--- src/rtl/calc_alu_sched.sv ---
// Sequencer/arbiter for the 3-bit calculator ALU: round-robin grant between two
// requesters, 4x3 operand register file, IDLE->EXEC->WB with write-back.
module calc_alu_sched (
    input  logic       clk,
    input  logic       rst_n,
    input  logic       req0_valid,
    output logic       req0_ready,
    input  logic [1:0] req0_op,
    input  logic [1:0] req0_src1,
    input  logic [1:0] req0_src2,
    input  logic [1:0] req0_dst,
    input  logic       req1_valid,
    output logic       req1_ready,
    input  logic [1:0] req1_op,
    input  logic [1:0] req1_src1,
    input  logic [1:0] req1_src2,
    input  logic [1:0] req1_dst,
    input  logic       ld_en,
    input  logic [1:0] ld_addr,
    input  logic [2:0] ld_data,
    output logic [2:0] alu_in1,
    output logic [2:0] alu_in2,
    output logic [1:0] alu_c,
    input  logic [2:0] alu_out,
    output logic       rsp_valid,
    output logic       rsp_id,
    output logic [2:0] rsp_data,
    output logic       busy,
    output logic [1:0] dbg_state
);

    typedef enum logic [1:0] {
        IDLE = 2'd0,
        EXEC = 2'd1,
        WB   = 2'd2
    } state_t;

    state_t     state, state_nxt;
    logic       last;
    logic       gnt_any, gnt_id, hs;
    logic [1:0] sel_op, sel_src1, sel_src2, sel_dst;
    logic [1:0] dst_q;
    logic       id_q;
    logic [2:0] result;
    logic [2:0] rf [4];

    // Handshake: a requester's operation is taken on any edge where its
    // valid and ready are both high; ready only exists in IDLE for the grantee.
    always_comb begin
        gnt_any    = req0_valid | req1_valid;
        gnt_id     = (req0_valid & req1_valid) ? ~last : req1_valid;
        hs         = (state == IDLE) & gnt_any;
        req0_ready = rst_n & hs & ~gnt_id;
        req1_ready = rst_n & hs & gnt_id;
        sel_op     = gnt_id ? req1_op   : req0_op;
        sel_src1   = gnt_id ? req1_src1 : req0_src1;
        sel_src2   = gnt_id ? req1_src2 : req0_src2;
        sel_dst    = gnt_id ? req1_dst  : req0_dst;
    end

    always_comb begin
        state_nxt = IDLE;
        case (state)
            IDLE:    state_nxt = hs ? EXEC : IDLE;
            EXEC:    state_nxt = WB;
            WB:      state_nxt = IDLE;
            default: state_nxt = IDLE;
        endcase
    end

    always_ff @(posedge clk or negedge rst_n) begin
        if (!rst_n) state <= IDLE;
        else        state <= state_nxt;
    end

    always_ff @(posedge clk or negedge rst_n) begin
        if (!rst_n) begin
            last    <= 1'b1;
            dst_q   <= '0;
            id_q    <= 1'b0;
            alu_in1 <= '0;
            alu_in2 <= '0;
            alu_c   <= '0;
            result  <= '0;
            for (int i = 0; i < 4; i++) rf[i] <= '0;
        end else begin
            if (hs) begin
                dst_q   <= sel_dst;
                id_q    <= gnt_id;
                alu_in1 <= rf[sel_src1];
                alu_in2 <= rf[sel_src2];
                alu_c   <= sel_op;
                last    <= gnt_id;
            end
            if (state == EXEC) result <= alu_out;
            // Write-back is placed after the load so it wins on an address clash.
            if (ld_en) rf[ld_addr] <= ld_data;
            if (state == WB) rf[dst_q] <= result;
        end
    end

    assign rsp_valid = (state == WB);
    assign rsp_id    = rsp_valid & id_q;
    assign rsp_data  = rsp_valid ? result : 3'd0;
    assign busy      = (state != IDLE);
    assign dbg_state = state;

endmodule

--- config.mk ---
export PLATFORM = sky130hd
export DESIGN_NAME = calc_alu_sched
export DESIGN_NICKNAME = d
export VERILOG_FILES = /design/src/rtl/calc_alu_sched.sv
export SDC_FILE = /design/constraint.sdc
export NUM_CORES = 1
export LEC_CHECK = 0
export ABC_AREA = 1
export CAP_MARGIN = 30
export CORE_UTILIZATION = 53
export CTS_BUF_LIST = sky130_fd_sc_hd__clkbuf_4 sky130_fd_sc_hd__clkbuf_8
export DETAILED_ROUTE_END_ITERATION = 10
export PLACE_DENSITY = 0.95
export SETUP_SLACK_MARGIN = 0.02
export SLEW_MARGIN = 25
export SYNTH_ARGS = -nofsm -noshare
export SYNTH_HDL_FRONTEND = slang
export SYNTH_SLANG_ARGS = --single-unit
--- constraint.sdc ---
create_clock -name clk -period 2.9 [get_ports clk]
set_input_delay 0.435 -clock clk [delete_from_list [all_inputs] [get_ports clk]]
set_output_delay 0.435 -clock clk [all_outputs]
set_load 0.005 [all_outputs]
# Word-level counts from Yosys, hierarchy flattened
# Cells that the tools add are included.
# Widths: inputs -> output; s select.
[word_totals]
ff_bits = 29
ram_bits = 0
latchBits = 0
romBits = 0
in_bits = 29
n_memories = 0
wordCells = 59
output_inout_bits = 18
[classes]
n_bitwise = 13
mul = 0
shift = 0
n_div = 0
add_sub_neg = 0
n_mux = 22
order_cmp = 6
eq_ne = 2
reduce_logical = 4
[ops]
columns = ["operator", "count"]
rows = [
  ["$bwmux 12", 2],
  ["$mux 12", 2],
  ["$mux 3", 7],
  ["$bmux 3 s2", 2],
  ["$demux 3 s2", 2],
  ["$ge 3x3->1 const B", 4],
  ["$not 2->3", 4],
  ["$mux 2", 4],
  ["$and 1x1->1", 6],
  ["$lt 3x1->1 const B", 2],
  ["$pmux 2 s2", 1],
  ["$eq 2x1->1 const B", 1],
  ["$eq 2x2->1 const B", 1],
  ["$logic_and 1x1->1", 2],
  ["$logic_not 2->1", 1],
  ["$mux 1", 2],
  ["$not 1->1", 2],
  ["$reduce_bool 2->1", 1],
  ["$or 1x1->1", 1],
]

# Longest topological paths before layout
[logic_depth]
depth_word = 9
mapped_depth = 9
depth_no_buf = 9

# Worst setup path before layout
# No wires, ideal clock.
[synth_path]
path_type = "reg2out"
from = "register last"
to = "output req0_ready"
path_slack_ns = 1.397
arrival_time_ns = 1.068
path_buffers = 0
t_required_ns = 2.465
path_stages_with_launch = 5
path_cell_list = "dfstp_2 > nand2_2 > nand2_4 > clkinv_1 > nor3_1"
[synth_via]
elab_chain_len = 4
[synth_rtl]
columns = ["item", "line_no", "rtl"]
rows = [
  ["start: declaration", "39", "logic last;"],
  ["start signal: assignment", "93", "last <= gnt_id;"],
  ["$not 1->1", "51", "gnt_id = (req0_valid & req1_valid) ? ~last : req1_valid;"],
  ["$mux 1", "51", ""],
  ["$not 1->1", "53", "req0_ready = rst_n & hs & ~gnt_id;"],
  ["$and 1x1->1", "53", ""],
  ["end: declaration", "7", "output logic req0_ready,"],
]
# Every way passes these cells.

# Worst setup path after layout
[layout_path]
from = "input req0_valid"
to = "output req0_ready"
[layout_via]
elab_chain_len = 4
elab_cells_between_ends = 7
classes_between = "1 x mux; 6 x bitwise"
[layout_rtl]
columns = ["item", "line_no", "rtl"]
rows = [
  ["start: declaration", "6", "input logic req0_valid,"],
  ["$or 1x1->1 or $and 1x1->1 (tied branches)", "50, 51", ""],
  ["$and 1x1->1 or $mux 1 (tied branches)", "52, 51", ""],
  ["$and 1x1->1 or $not 1->1 (tied branches)", "53", ""],
  ["$and 1x1->1 (*)", "53", ""],
]
# Mark *: on every way between the ends. The rest lies on a longest branch, timed or not.

==> flow_metrics.tcl <==
set metrics [dict create \
    drcViolationCount 1 \
    worstSkewPairLatency_ps 330 \
    io-pin-count 47 \
    fin_setup_tns_ps 0 \
    num-nets-final 305 \
    cts_buffer_depth 2 \
    hold_violations 0 \
    fp.dieArea_mm2 0.003348 \
    cts.clk_slew.worst_paths_ps 100 \
    postSynthCellCount 223 \
    status "finished, violations left" \
    r2r_start "last" \
    skew_ps 9.439 \
    dp_hpwl_um 3117 \
    drt_iter0_drc 96 \
    syn_nets 252 \
    path_max_fanout 8 \
    synth.largest_area_cell "dfrtp_1" \
    gp_congestion 0.9124 \
    h-tree-depth 2 \
    synth_top_area_share_pct 42.36 \
    grt_pass1_wl_um 7203 \
    path_class "input port to output pin" \
    rsz0062_at_grt "false" \
    drt-total-wl_um 4229 \
    power_mw 2.020 \
    first_global_vias 1604 \
    required_ps 2470 \
    max_stage_delay_ps 550 \
    post_cts_buffers 0 \
    min_from "alu_in2[1]" \
    tritoncts "built" \
    fillCellCount 204 \
    final_common_cell "nand2_1" \
    failed_checks "DRC" \
    grt.overflow.total 0 \
    numClockSinks 29 \
    synthXorXnorAreaFrac_pct 0 \
    maxCapViolations 0 \
    placed_cell_area_mm2 0.002148 \
    ctsHoldBuffers 0 \
    tightest_slew_ps 350.9 \
    yosys-mux-area-fraction_pct 0 \
    setup_viol 0 \
    cts_buffers 5 \
    cp_num_buf_inv 3 \
    synthTopCellsByArea "dfrtp_1 (42%), nand3_1 (15%), nand2_1 (12%)" \
    syn_area_per_cell_um2 7.417 \
    min_period_ps 2588 \
    rows 19 \
    fin_crit_sh_pct 89.24 \
    core_area_mm2 0.002853 \
    fmax_mhz 386.4 \
    vias 1738 \
    track_usage_pct 29.39 \
    synthToLayoutAreaGrowth_pct 34.12 \
    hp-class "register to register" \
    die_y_um 57.87 \
    final_antenna_net_count 0 \
    mostFrequentLayoutCells "nand2_1 (53), nand3_1 (48), clkdlybuf4s50_1 (46), inv_1 (31), dfrtp_1 (28)" \
    synth_warnings 0 \
    cp_top_family "buffers and inverters" \
    synthAdderAreaFrac_pct 0 \
    placement.io_buffers 46 \
    vias_per_cell 5.643 \
    startpoint_type "input port" \
    p_leak_nw 1.085 \
    start_util_pct 57.98 \
    slowest_stage "clkdlybuf4s50_1" \
    max_slew_margin_pct 76.60 \
    n_antenna_cell 0 \
    drive_above_1_share_pct 7.942 \
    synth_area_mm2 0.001654 \
    drv_slew 0 \
    startpoint "req0_valid" \
    ir_drop_v 0.0005632 \
    synth_top_family_by_area "simple AND/OR/NAND/NOR gates" \
    power.density_mw_per_mm2 910.7 \
    synth_cell_types 19 \
    root_buffer "clkbuf_4" \
    ys_seq_area_share_pct 43.95 \
    grt_antenna_before_repair 0 \
    worstPathArrival_ps 2150 \
    die_w_um 57.87 \
    cp-end-kind "output pin" \
    final_area_mm2 0.002218 \
    synth_compound_area_share_pct 14.22 \
    dr.pass1.iters 7 \
    grt_max_degree 30 \
    cts.repair.resized 0 \
    synth-simple-area-share_pct 32.68 \
    worstPathCellList "clkdlybuf4s50_1 -> nand2_2 -> nand2_4 -> clkinv_1 -> nor3_1 -> clkdlybuf4s50_1" \
    ys_ff_latch 29 \
    post_drt_wl_per_cell_um 13.73 \
    cpMostUsedCell "clkdlybuf4s50_1" \
]
==> cells in the mapped netlist <==
| library cell | number |
|---|---|
| buf_2 | 1 |
| nor3_1 | 1 |
| o211ai_1 | 12 |
| o22ai_1 | 2 |
| nor2_2 | 1 |
| o21ai_2 | 2 |
| o21ai_1 | 2 |
| buf_6 | 2 |
| nand2_4 | 3 |
| clkinv_1 | 1 |
| nand2_2 | 3 |
| nand2_1 | 53 |
| dfrtp_1 | 28 |
| nand3_1 | 48 |
| o21ai_0 | 21 |
| nor2_1 | 10 |
| inv_1 | 31 |
| inv_2 | 1 |
| dfstp_2 | 1 |
==> kinds of logic (layout without fill, tap and decap cells) <==
kind of cell    count (synthesis)  in the layout
compound gates                 39             39
buf+inv                        36             90
flops                          29             29
simple gates                  119            119
==> metal layers <==
metal | global-route usage [%] | part of all wire (%) | vias up
met5 | 0 | 0 | -
met4 | 15.31 | 2.8 | 0
met3 | 9.152 | 8.7 | 14
met2 | 46.80 | 48 | 85
met1 | 36.00 | 40 | 793
li1 | - | - | 846
==> layout make-up <==
class                   instances  area, um2  share of cell area [%]
multi-input cells             158      775.7                   34.97
flip-flops and latches         29      726.9                   32.77
repair buffers                 49      483.0                   21.77
inverters                      33      123.9                   5.584
clock buffers                   7      65.06                   2.933
well taps                      31      38.79                   1.748
clock inverters                 1      5.005                  0.2256
==> worst min-delay path, stage by stage (launching register included) <==
cell and delay, ps:
dfrtp_1 350, nand2_1 50, nand2_1 50
==> sequential cells by signal, summed over array words and instances, names as in the netlist <==
register / count
alu_c: 2
alu_in1: 3
alu_in2: 3
dbg_state: 2
dst_q: 2
id_q: 1
last: 1
result: 3
rf: 12
==> report_power, final <==
| part | internal, mW | total, mW | switching (mW) | leakage, nW |
|---|---|---|---|---|
| sequential | 0.611 | 0.694 | 0.0832 | 0.343 |
| clock | 0.140 | 0.287 | 0.146 | 0.0413 |
| combinational | 0.456 | 1.04 | 0.584 | 0.700 |
==> final timing paths <==
| kind | end | slack (ps) | cells after the start |
|---|---|---|---|
| worst max register to register | alu_in1[0] | 1310 | 9 |
| worst min-delay path | alu_in2[1] | 480 | 2 |
| worst max-delay path | req0_ready | 310 | 6 |
| min in group asynchronous | alu_in2[1] | 550 | 2 |
| worst min register to register | alu_in2[1] | 480 | 2 |
| max in group asynchronous | last | 2040 | 2 |
==> stage by stage <==
stage / std cells / hold WS (ps) / util, % / setup WS (ps)
2_1_floorplan: 223 / 139.4 / - / 1397
3_3_place_gp: 300 / 463.5 / 75.31 / 463.3
3_5_place_dp: 300 / 464.6 / 75.31 / 344.8
4_1_cts: 308 / 486.2 / 77.76 / 323.1
5_1_grt: 308 / 498.6 / 77.76 / 185.6
6_report: 308 / 484.4 / 77.76 / 312.0
(Power assumes the default switching activity.)
